--- src/rtl/prog_loader_pkg.sv ---
// Shared types and frame constants for the program loader.
package prog_loader_pkg;

    localparam int LEN_W  = 16;
    localparam int WORD_W = 32;
    localparam int CSUM_W = 8;

    localparam logic [7:0] MAGIC_DEFAULT = 8'hA5;

    typedef enum logic [2:0] {
        ST_IDLE,
        ST_LEN_HI,
        ST_LEN_LO,
        ST_DATA,
        ST_WRITE,
        ST_CSUM,
        ST_DONE,
        ST_ERR
    } state_t;

    // Word count larger than the instruction memory can hold.
    function automatic logic len_too_big(input logic [LEN_W-1:0] n, input int addr_w);
        return 32'(n) > (32'd1 << addr_w);
    endfunction

endpackage

--- src/rtl/prog_loader_byte_packer.sv ---
// Big-endian 4-byte word assembler; word_ready flags the byte that completes a word.
module byte_packer
    import prog_loader_pkg::*;
(
    input  logic              clk,
    input  logic              Reset,
    input  logic              clear,
    input  logic              shift_en,
    input  logic [7:0]        byte_in,
    output logic [WORD_W-1:0] word,
    output logic              word_ready
);

    logic [23:0] acc;
    logic [1:0]  cnt;

    // The completing byte is folded in combinationally so the word is usable in the same cycle.
    assign word       = {acc, byte_in};
    assign word_ready = shift_en && (cnt == 2'd3);

    always_ff @(posedge clk) begin
        if (!Reset || clear) begin
            acc <= '0;
            cnt <= '0;
        end else if (shift_en) begin
            acc <= {acc[15:0], byte_in};
            cnt <= cnt + 2'd1;
        end
    end

endmodule

--- src/rtl/prog_loader.sv ---
// Framed byte-stream loader into instruction memory; holds the CPU until a frame checks clean.
//   state  | meaning
//   IDLE   | waiting for MAGIC, other bytes dropped
//   LEN_HI | word count high byte
//   LEN_LO | word count low byte, range check
//   DATA   | collecting word bytes, running XOR
//   WRITE  | one-cycle memory write, input stalled
//   CSUM   | compare checksum byte
//   DONE   | loaded, CPU released
//   ERR    | rejected, CPU held
module prog_loader
    import prog_loader_pkg::*;
#(
    parameter int         ADDR_W = 8,
    parameter logic [7:0] MAGIC  = MAGIC_DEFAULT
) (
    input  logic              clk,
    input  logic              Reset,
    input  logic              rx_valid,
    input  logic [7:0]        rx_data,
    output logic              rx_ready,
    output logic              wr_en,
    output logic [ADDR_W-1:0] wr_addr,
    output logic [WORD_W-1:0] wr_data,
    output logic              cpu_hold,
    output logic              done,
    output logic              err
);

    state_t            state;
    logic [LEN_W-1:0]  len;
    logic [CSUM_W-1:0] csum;
    logic [ADDR_W:0]   idx;

    logic              accept;
    logic              restart;
    logic              pk_shift;
    logic              pk_ready;
    logic [WORD_W-1:0] pk_word;
    logic [LEN_W-1:0]  len_rx;
    logic [ADDR_W:0]   idx_inc;

    assign accept   = rx_valid && rx_ready;
    assign restart  = accept && (rx_data == MAGIC) &&
                      (state == ST_IDLE || state == ST_DONE || state == ST_ERR);
    assign pk_shift = accept && (state == ST_DATA);
    assign len_rx   = {len[LEN_W-1:8], rx_data};
    assign idx_inc  = idx + (ADDR_W+1)'(1);

    byte_packer u_packer (
        .clk        (clk),
        .Reset      (Reset),
        .clear      (restart),
        .shift_en   (pk_shift),
        .byte_in    (rx_data),
        .word       (pk_word),
        .word_ready (pk_ready)
    );

    always_ff @(posedge clk) begin
        if (!Reset) begin
            state    <= ST_IDLE;
            len      <= '0;
            csum     <= '0;
            idx      <= '0;
            rx_ready <= 1'b1;
            wr_en    <= 1'b0;
            wr_addr  <= '0;
            wr_data  <= '0;
            cpu_hold <= 1'b1;
            done     <= 1'b0;
            err      <= 1'b0;
        end else begin
            wr_en    <= 1'b0;
            rx_ready <= 1'b1;
            case (state)
                ST_IDLE, ST_DONE, ST_ERR: begin
                    if (restart) begin
                        state    <= ST_LEN_HI;
                        len      <= '0;
                        csum     <= '0;
                        idx      <= '0;
                        done     <= 1'b0;
                        err      <= 1'b0;
                        cpu_hold <= 1'b1;
                    end
                end
                ST_LEN_HI: begin
                    if (accept) begin
                        len[LEN_W-1:8] <= rx_data;
                        state          <= ST_LEN_LO;
                    end
                end
                ST_LEN_LO: begin
                    if (accept) begin
                        len <= len_rx;
                        if (len_rx == '0) begin
                            state <= ST_CSUM;
                        end else if (len_too_big(len_rx, ADDR_W)) begin
                            state <= ST_ERR;
                            err   <= 1'b1;
                        end else begin
                            state <= ST_DATA;
                        end
                    end
                end
                ST_DATA: begin
                    if (accept) begin
                        csum <= csum ^ rx_data;
                        if (pk_ready) begin
                            state    <= ST_WRITE;
                            wr_en    <= 1'b1;
                            wr_data  <= pk_word;
                            wr_addr  <= idx[ADDR_W-1:0];
                            rx_ready <= 1'b0;
                        end
                    end
                end
                ST_WRITE: begin
                    // Counter is one bit wider than the address so a full memory terminates cleanly.
                    idx   <= idx_inc;
                    state <= (32'(idx_inc) == 32'(len)) ? ST_CSUM : ST_DATA;
                end
                ST_CSUM: begin
                    if (accept) begin
                        if (rx_data == csum) begin
                            state    <= ST_DONE;
                            done     <= 1'b1;
                            cpu_hold <= 1'b0;
                        end else begin
                            state <= ST_ERR;
                            err   <= 1'b1;
                        end
                    end
                end
                default: state <= ST_IDLE;
            endcase
        end
    end

endmodule

--- config.mk ---
export PLATFORM = sky130hd
export DESIGN_NAME = prog_loader
export DESIGN_NICKNAME = d
export VERILOG_FILES = /design/src/rtl/prog_loader_pkg.sv /design/src/rtl/prog_loader_byte_packer.sv /design/src/rtl/prog_loader.sv
export SDC_FILE = /design/constraint.sdc
export NUM_CORES = 1
export LEC_CHECK = 0
export ABC_AREA = 1
export CAP_MARGIN = 10
export CELL_PAD_IN_SITES_DETAIL_PLACEMENT = 1
export CELL_PAD_IN_SITES_GLOBAL_PLACEMENT = 2
export CORE_MARGIN = 8
export CORE_UTILIZATION = 32
export DETAILED_ROUTE_END_ITERATION = 10
export GPL_TIMING_DRIVEN = 0
export PLACE_DENSITY_LB_ADDON = 0.1
export SLEW_MARGIN = 20
export SYNTH_ARGS = -nofsm -noshare
export SYNTH_HDL_FRONTEND = slang
export SYNTH_SLANG_ARGS = --single-unit
--- constraint.sdc ---
create_clock -name clk -period 1.92 [get_ports clk]
set_input_delay 0.384 -clock clk [delete_from_list [all_inputs] [get_ports clk]]
set_output_delay 0.384 -clock clk [all_outputs]
set_load 0.03 [all_outputs]
Word level (Yosys, flattened, before mapping)

Index checks and enable logic that the tools add are counted.

Bitwise operators: 2
Multiply operators: 0
Mux-type cells: 37
Div/mod/pow operators: 0
Shifts and indexed selects: 0
$add $sub $neg: 2
Equal/unequal tests: 21
Magnitude comparators: 1
Reduce and logical (&&, ||, !) cells: 27

Operators by type and width:

| kind                                                                             | count |
|---|---|
| 8-bit 2-to-1 mux                                                                 | 4 |
| 8-bit one-hot mux with 2 select lines                                            | 2 |
| 3-bit 2-to-1 mux                                                                 | 9 |
| 8-bit one-hot mux with 3 select lines                                            | 1 |
| 2-bit != test, second input constant                                             | 9 |
| 3-bit one-hot mux with 6 select lines                                            | 1 |
| 9-bit one-hot mux with 2 select lines                                            | 1 |
| 9-bit by 16-bit equality test with 1-bit output                                  | 1 |
| 16-bit by 9-bit greater-than comparator with 1-bit output, second input constant | 1 |
| 16-bit logical NOT                                                               | 1 |
| 16-bit 2-to-1 mux                                                                | 1 |
| 1-bit 2-to-1 mux                                                                 | 14 |
| 3-bit equality test, second input constant                                       | 4 |
| 3-bit AND reduction                                                              | 4 |
| 2-bit nonzero test                                                               | 5 |
| 9-bit by 1-bit adder with 9-bit output, second input constant                    | 1 |
| 9-bit 2-to-1 mux                                                                 | 1 |
| 8-bit equality test                                                              | 1 |
| 8-bit equality test, second input constant                                       | 1 |
| 4-bit AND reduction                                                              | 2 |
| 8-bit XOR                                                                        | 1 |
| 7-bit AND reduction                                                              | 1 |
| 3-bit by 2-bit equality test with 1-bit output, second input constant            | 2 |
| 6-bit AND reduction                                                              | 1 |
| other kinds (14)                                                                 | 21 |

Output and inout bits: 45
Latch bits: 0
Register bits after elaboration: 107
Logic and storage cells: 104
Memories: 0
Bits in writable memories: 0
Bits of input ports: 11
Memory bits (read-only): 0

Longest topological paths before layout

Depth after elaboration: 6
Depth in mapped cells: 14

Cells and area by module

From an unflattened synthesis, not the netlist that was laid out.

Cell total of the unflattened synthesis: 637
Area total of the unflattened synthesis: 4877.2 sq um

By module, submodules not included:

| module      | times used | cells each | area an instance (sq um) |
|---|---|---|---|
| prog_loader | 1          | 510        | 3712.3 |
| byte_packer | 1          | 127        | 1164.9 |

Worst setup path after synthesis

Ideal clock, no wire load.

Kind: register to register
Start point: register rx_ready
End point: register len[3]
Library setup time: 124 ps
Data required time: 1796 ps
Cell stages (with the launch flop): 10
Period minus slack after synthesis: 1647 ps
Setup slack: 273 ps
Data arrival time: 1523 ps
Path through: dfxtp_1 > nand2_2 > inv_2 > buf_2 > nand4_1 > nand2_1 > nand2_2 > buf_4 > a21oi_1 > a211oi_2

Word-level cells in the longest chain between the ends: 5
Elaborated cells on any way between the ends: 6
Those cells by class: eq/ne (2); reduce/logical (4)

Ends and longest elaborated chain:

| item                                                      | line               | text |
|---|---|---|
| from (decl)                                               | prog_loader.sv:21  | `output logic rx_ready,` |
| from (signal assigned)                                    | prog_loader.sv:66  | `rx_ready <= 1'b1;` |
| from (signal assigned)                                    | prog_loader.sv:75  | `rx_ready <= 1'b1;` |
| from (signal assigned)                                    | prog_loader.sv:115 | `rx_ready <= 1'b0;` |
| 1-bit logical AND (*)                                     | prog_loader.sv:43  | `assign accept = rx_valid && rx_ready;` |
| 1-bit logical AND (2 in series)                           | prog_loader.sv:44  | `assign restart = accept && (rx_data == MAGIC) &&` |
| 2-bit by 1-bit != test with 1-bit output (no source line) | n/a                |  |
| 3-bit AND reduction (no source line) (*)                  | n/a                |  |
| to (signal, indexed assignment)                           | prog_loader.sv:90  | `len[LEN_W-1:8] <= rx_data;` |
| to (signal assigned)                                      | prog_loader.sv:96  | `len <= len_rx;` |
| to (decl)                                                 | prog_loader.sv:31  | `logic [LEN_W-1:0] len;` |

Every way passes the cells marked *; elsewhere a longest branch is shown, timed or not.
A chain may end at the register's enable or synchronous reset.

Worst setup path in the final report

Start point: input rx_valid
End point: register state[2]

Word-level cells in the longest chain between the ends: 5
Elaborated cells on any way between the ends: 12
Those cells by class: eq/ne (6); reduce/logical (6)

Ends and longest elaborated chain:

| item                                                                                              | line                                             | text |
|---|---|---|
| from (decl)                                                                                       | prog_loader.sv:19                                | `input logic rx_valid,` |
| 1-bit logical AND (*)                                                                             | prog_loader.sv:43                                |  |
| 1-bit logical AND (on tied branches)                                                              | prog_loader.sv:46, prog_loader.sv:44             |  |
| 1-bit logical AND (on tied branches)                                                              | prog_loader_byte_packer.sv:19, prog_loader.sv:44 |  |
| 2-bit != test (no source line) / 2-bit by 1-bit != test with 1-bit output (equally long branches) | n/a                                              |  |
| 6-bit AND reduction (no source line) (*)                                                          | n/a                                              |  |
| to (signal assigned)                                                                              | prog_loader.sv:122                               | `state <= (32'(idx_inc) == 32'(len)) ? ST_CSUM : ST_DATA;` |
| to (decl)                                                                                         | prog_loader.sv:30                                | `state_t state;` |

Marks and branches as above.

==> impl_metrics.env <==
export IMPL_cpMaxStageDelayCell="clkdlybuf4s50_1"
export IMPL_path_class="input port to register"
export IMPL_gp_congestion=0.871
export IMPL_clock_latency_ns=0.36
export IMPL_die_area_um2=18400
export IMPL_power_leakage_nw=2.27
export IMPL_syn2layout_area_growth_pct=24.2
export IMPL_cp_max_fo=10
export IMPL_timing_final_max_slew_violations=0
export IMPL_drive_above_1_share_pct=10.5
export IMPL_clk_pin_slew_ns=0.07
export IMPL_core_area_um2=13900
export IMPL_start_util_pct=32.9
export IMPL_first_global_vias=4418
export IMPL_ios=56
export IMPL_fin_crit_ns=1.91
export IMPL_worst_path_stages=11
export IMPL_critPathTopFamily="simple AND/OR/NAND/NOR gates"
export IMPL_seq_area_frac_synth_pct=46.7
export IMPL_ctsLongestPathBuffers=2
export IMPL_ant_nets=0
export IMPL_critPathRequiredTime_ns=2.13
export IMPL_clock_sink_count=107
export IMPL_async_reset_ff_share_pct=0
export IMPL_antenna_found_initial=0
export IMPL_nFillCells=1724
export IMPL_tightest_slew_ns=0.594
export IMPL_cts_tree="built"
export IMPL_dr_pass1_iters=4
export IMPL_rsz0062_at_grt="true"
export IMPL_synth_common_cells="nand2_1 (145), dfxtp_1 (107), nand3_1 (79)"
export IMPL_netlist_area_um2=4590
export IMPL_synth_most_common_cell="nand2_1"
export IMPL_n_antenna_cell=0
export IMPL_fin_util_pct=40.9
export IMPL_cp_cell_sequence="clkdlybuf4s50_1 -> nand2_2 -> inv_2 -> buf_4 -> nand4_1 -> nand2_2 -> nand3_1 -> nor2_1 -> nand2_1 -> nand2_1 -> a21oi_1"
export IMPL_nets=691
export IMPL_synth_top_cell_by_area="dfxtp_1"
export IMPL_synth_area_per_cell_um2=7.49
export IMPL_portBuffers=54
export IMPL_holdWs_ns=0.467
export IMPL_timing_final_hold_violations=0
export IMPL_num_rows=43
export IMPL_finalCritPeriodShare_pct=99.4
export IMPL_postSynthCellCount=612
export IMPL_clock_skew_ns=0.00860
export IMPL_ir_worst_vdd_mv=0.486
export IMPL_synth_nets=625
export IMPL_htree_levels=3
export IMPL_synth_edf_count=0
export IMPL_synth_cell_type_count=36
export IMPL_drt_iter0_markers=278
export IMPL_drc=0
export IMPL_grt_max_degree=18
export IMPL_post_dp_hpwl_um=10900
export IMPL_yosysWarnings=0
export IMPL_grtUsageTotal_pct=16.2
export IMPL_wirelength_um=14500
export IMPL_cp_start_kind="input port"
export IMPL_vias_per_cell=4.95
export IMPL_relSlewSlack_pct=60.4
export IMPL_numCtsBuffers=9
export IMPL_die_h_um=136
export IMPL_grt_ovfl_total=0
export IMPL_ys_ff_latch=107
export IMPL_hold_depth=2
export IMPL_status="finished, final reports clean"
export IMPL_pwr_density_cell_nw_per_um2=813
export IMPL_wl_per_cell_um=16.9
export IMPL_worstPathArrival_ns=2.12
export IMPL_vias=4273
export IMPL_max_stage_delay_ns=0.47
export IMPL_worstHoldPathType="register to register"
export IMPL_cts_root_buf="clkbuf_16"
export IMPL_postCtsHoldBufs=0
export IMPL_max_cap_violations=0
export IMPL_synth_top_area_share_pct=46.7
export IMPL_reg2regPathDepth=10
export IMPL_grt_pass1_wl_um=23400
export IMPL_fmax_mhz=524
export IMPL_fp_dieW_um=136
export IMPL_setup_viol=0
export IMPL_synth_flop_cell="dfxtp_1"
export IMPL_endpoint_kind="register"
export IMPL_cp_num_buf_inv=3
export IMPL_ys_top_cells_by_area="dfxtp_1 (47%), nand2_1 (12%), nand3_1 (8.6%), a21oi_1 (7.2%), nor2_1 (3.8%)"
path summary, 6_finish.rpt:
path / from / to / slack, ns
setup / recovery: rx_valid / state[2]$_SDFFE_PN0P_ / 0.01
hold / removal: len[13]$_SDFFE_PN0P_ / len[13]$_SDFFE_PN0P_ / 0.47
setup reg to reg: rx_ready$_SDFF_PN1_ / state[2]$_SDFFE_PN0P_ / 0.08
hold reg to reg: len[13]$_SDFFE_PN0P_ / len[13]$_SDFFE_PN0P_ / 0.47
worst min-delay path, stage by stage, from the launching register on:
cell,delay [ns]
dfxtp_1,0.31
nand2_1,0.06
a21oi_1,0.05
layout by cell type, fill, tap and decap left out, types with 2 or more instances in the layout:
cell type	instances
a211oi_1	2
a211oi_2	4
a21oi_1	66
buf_1	3
buf_2	6
buf_4	7
clkbuf_1	14
clkbuf_16	9
clkbuf_2	3
clkdlybuf4s50_1	46
clkinv_1	2
dfxtp_1	104
dfxtp_2	3
dlygate4sd2_1	8
inv_1	30
inv_2	12
inv_6	2
nand2_1	143
nand2_2	6
nand3_1	78
nand3b_1	2
nand4_1	7
nor2_1	45
nor2_2	4
nor2_4	4
nor3_1	2
nor3_2	2
o211a_1	8
o21a_1	2
o21ai_0	28
o21ai_1	6
xnor2_1	8
report_power, final:
| group | total (mW) | internal, mW | switching (mW) |
|---|---|---|---|
| registers | 2.26 | 2.25 | 0.0148 |
| logic | 0.413 | 0.127 | 0.287 |
| clock network | 1.96 | 1.06 | 0.893 |
| total | 4.63 | 3.44 | 1.19 |
stage by stage:
step	std cells	setup TNS (ns)	setup slack (ns)	power (mW)	area [um^2]
after CTS	862	0	0.00368	4.68	5650
after detailed placement	846	-36.59	-0.616	2.73	5350
after floorplan	612	0	0.273	2.59	4590
final	863	0	0.0109	4.63	5700
after global placement	846	-36.24	-0.616	2.72	5350
after global routing	863	-0.118	-0.0679	4.82	5700
sequential cells by signal, summed over array words and instances (netlist names), 2 cells and up:
name,count
csum,8
idx,9
len,16
state,3
u_packer.acc,24
u_packer.cnt,2
wr_addr,8
wr_data,32
timing repair:
| item | 4_1_cts | 5_1_grt |
|---|---|---|
| pin swaps | 0 | 1 |
| resized for setup | 10 | 18 |
| setup buffers | 0 | 1 |
| setup endpoints to repair | 57 | 77 |
layer usage:
| metal | GRT usage [%] | routed length [um] |
|---|---|---|
| met1 | 21.6 | 7340 |
| met3 | 2.93 | 450 |
| met5 | 0 | 0 |
| met4 | 5.86 | 194 |
| met2 | 25.4 | 6570 |
final cells by class:
cell class | count | area [um^2] | area share (%)
Sequential cell | 107 | 2150 | 37.7
Buffer | 31 | 154 | 2.70
Clock inverter | 4 | 56.3 | 0.988
Clock buffer | 12 | 246 | 4.33
Inverter | 44 | 165 | 2.90
Timing Repair Buffer | 55 | 538 | 9.44
Multi-Input combinational cell | 430 | 2170 | 38.0
Tap cell | 180 | 225 | 3.95
kinds of logic after synthesis:
kind of cell / after synthesis / synth area share, %
XOR/XNOR: 10 / 2.24
AO/OA/AOI/OAI: 118 / 14.8
adder cells (fa/ha/maj): 2 / 0.546
flip-flops: 107 / 46.7
buffers and inverters: 75 / 6.77
AND/OR/NAND/NOR: 300 / 29.0
Note: power is estimated with default switching activity, not from simulation.
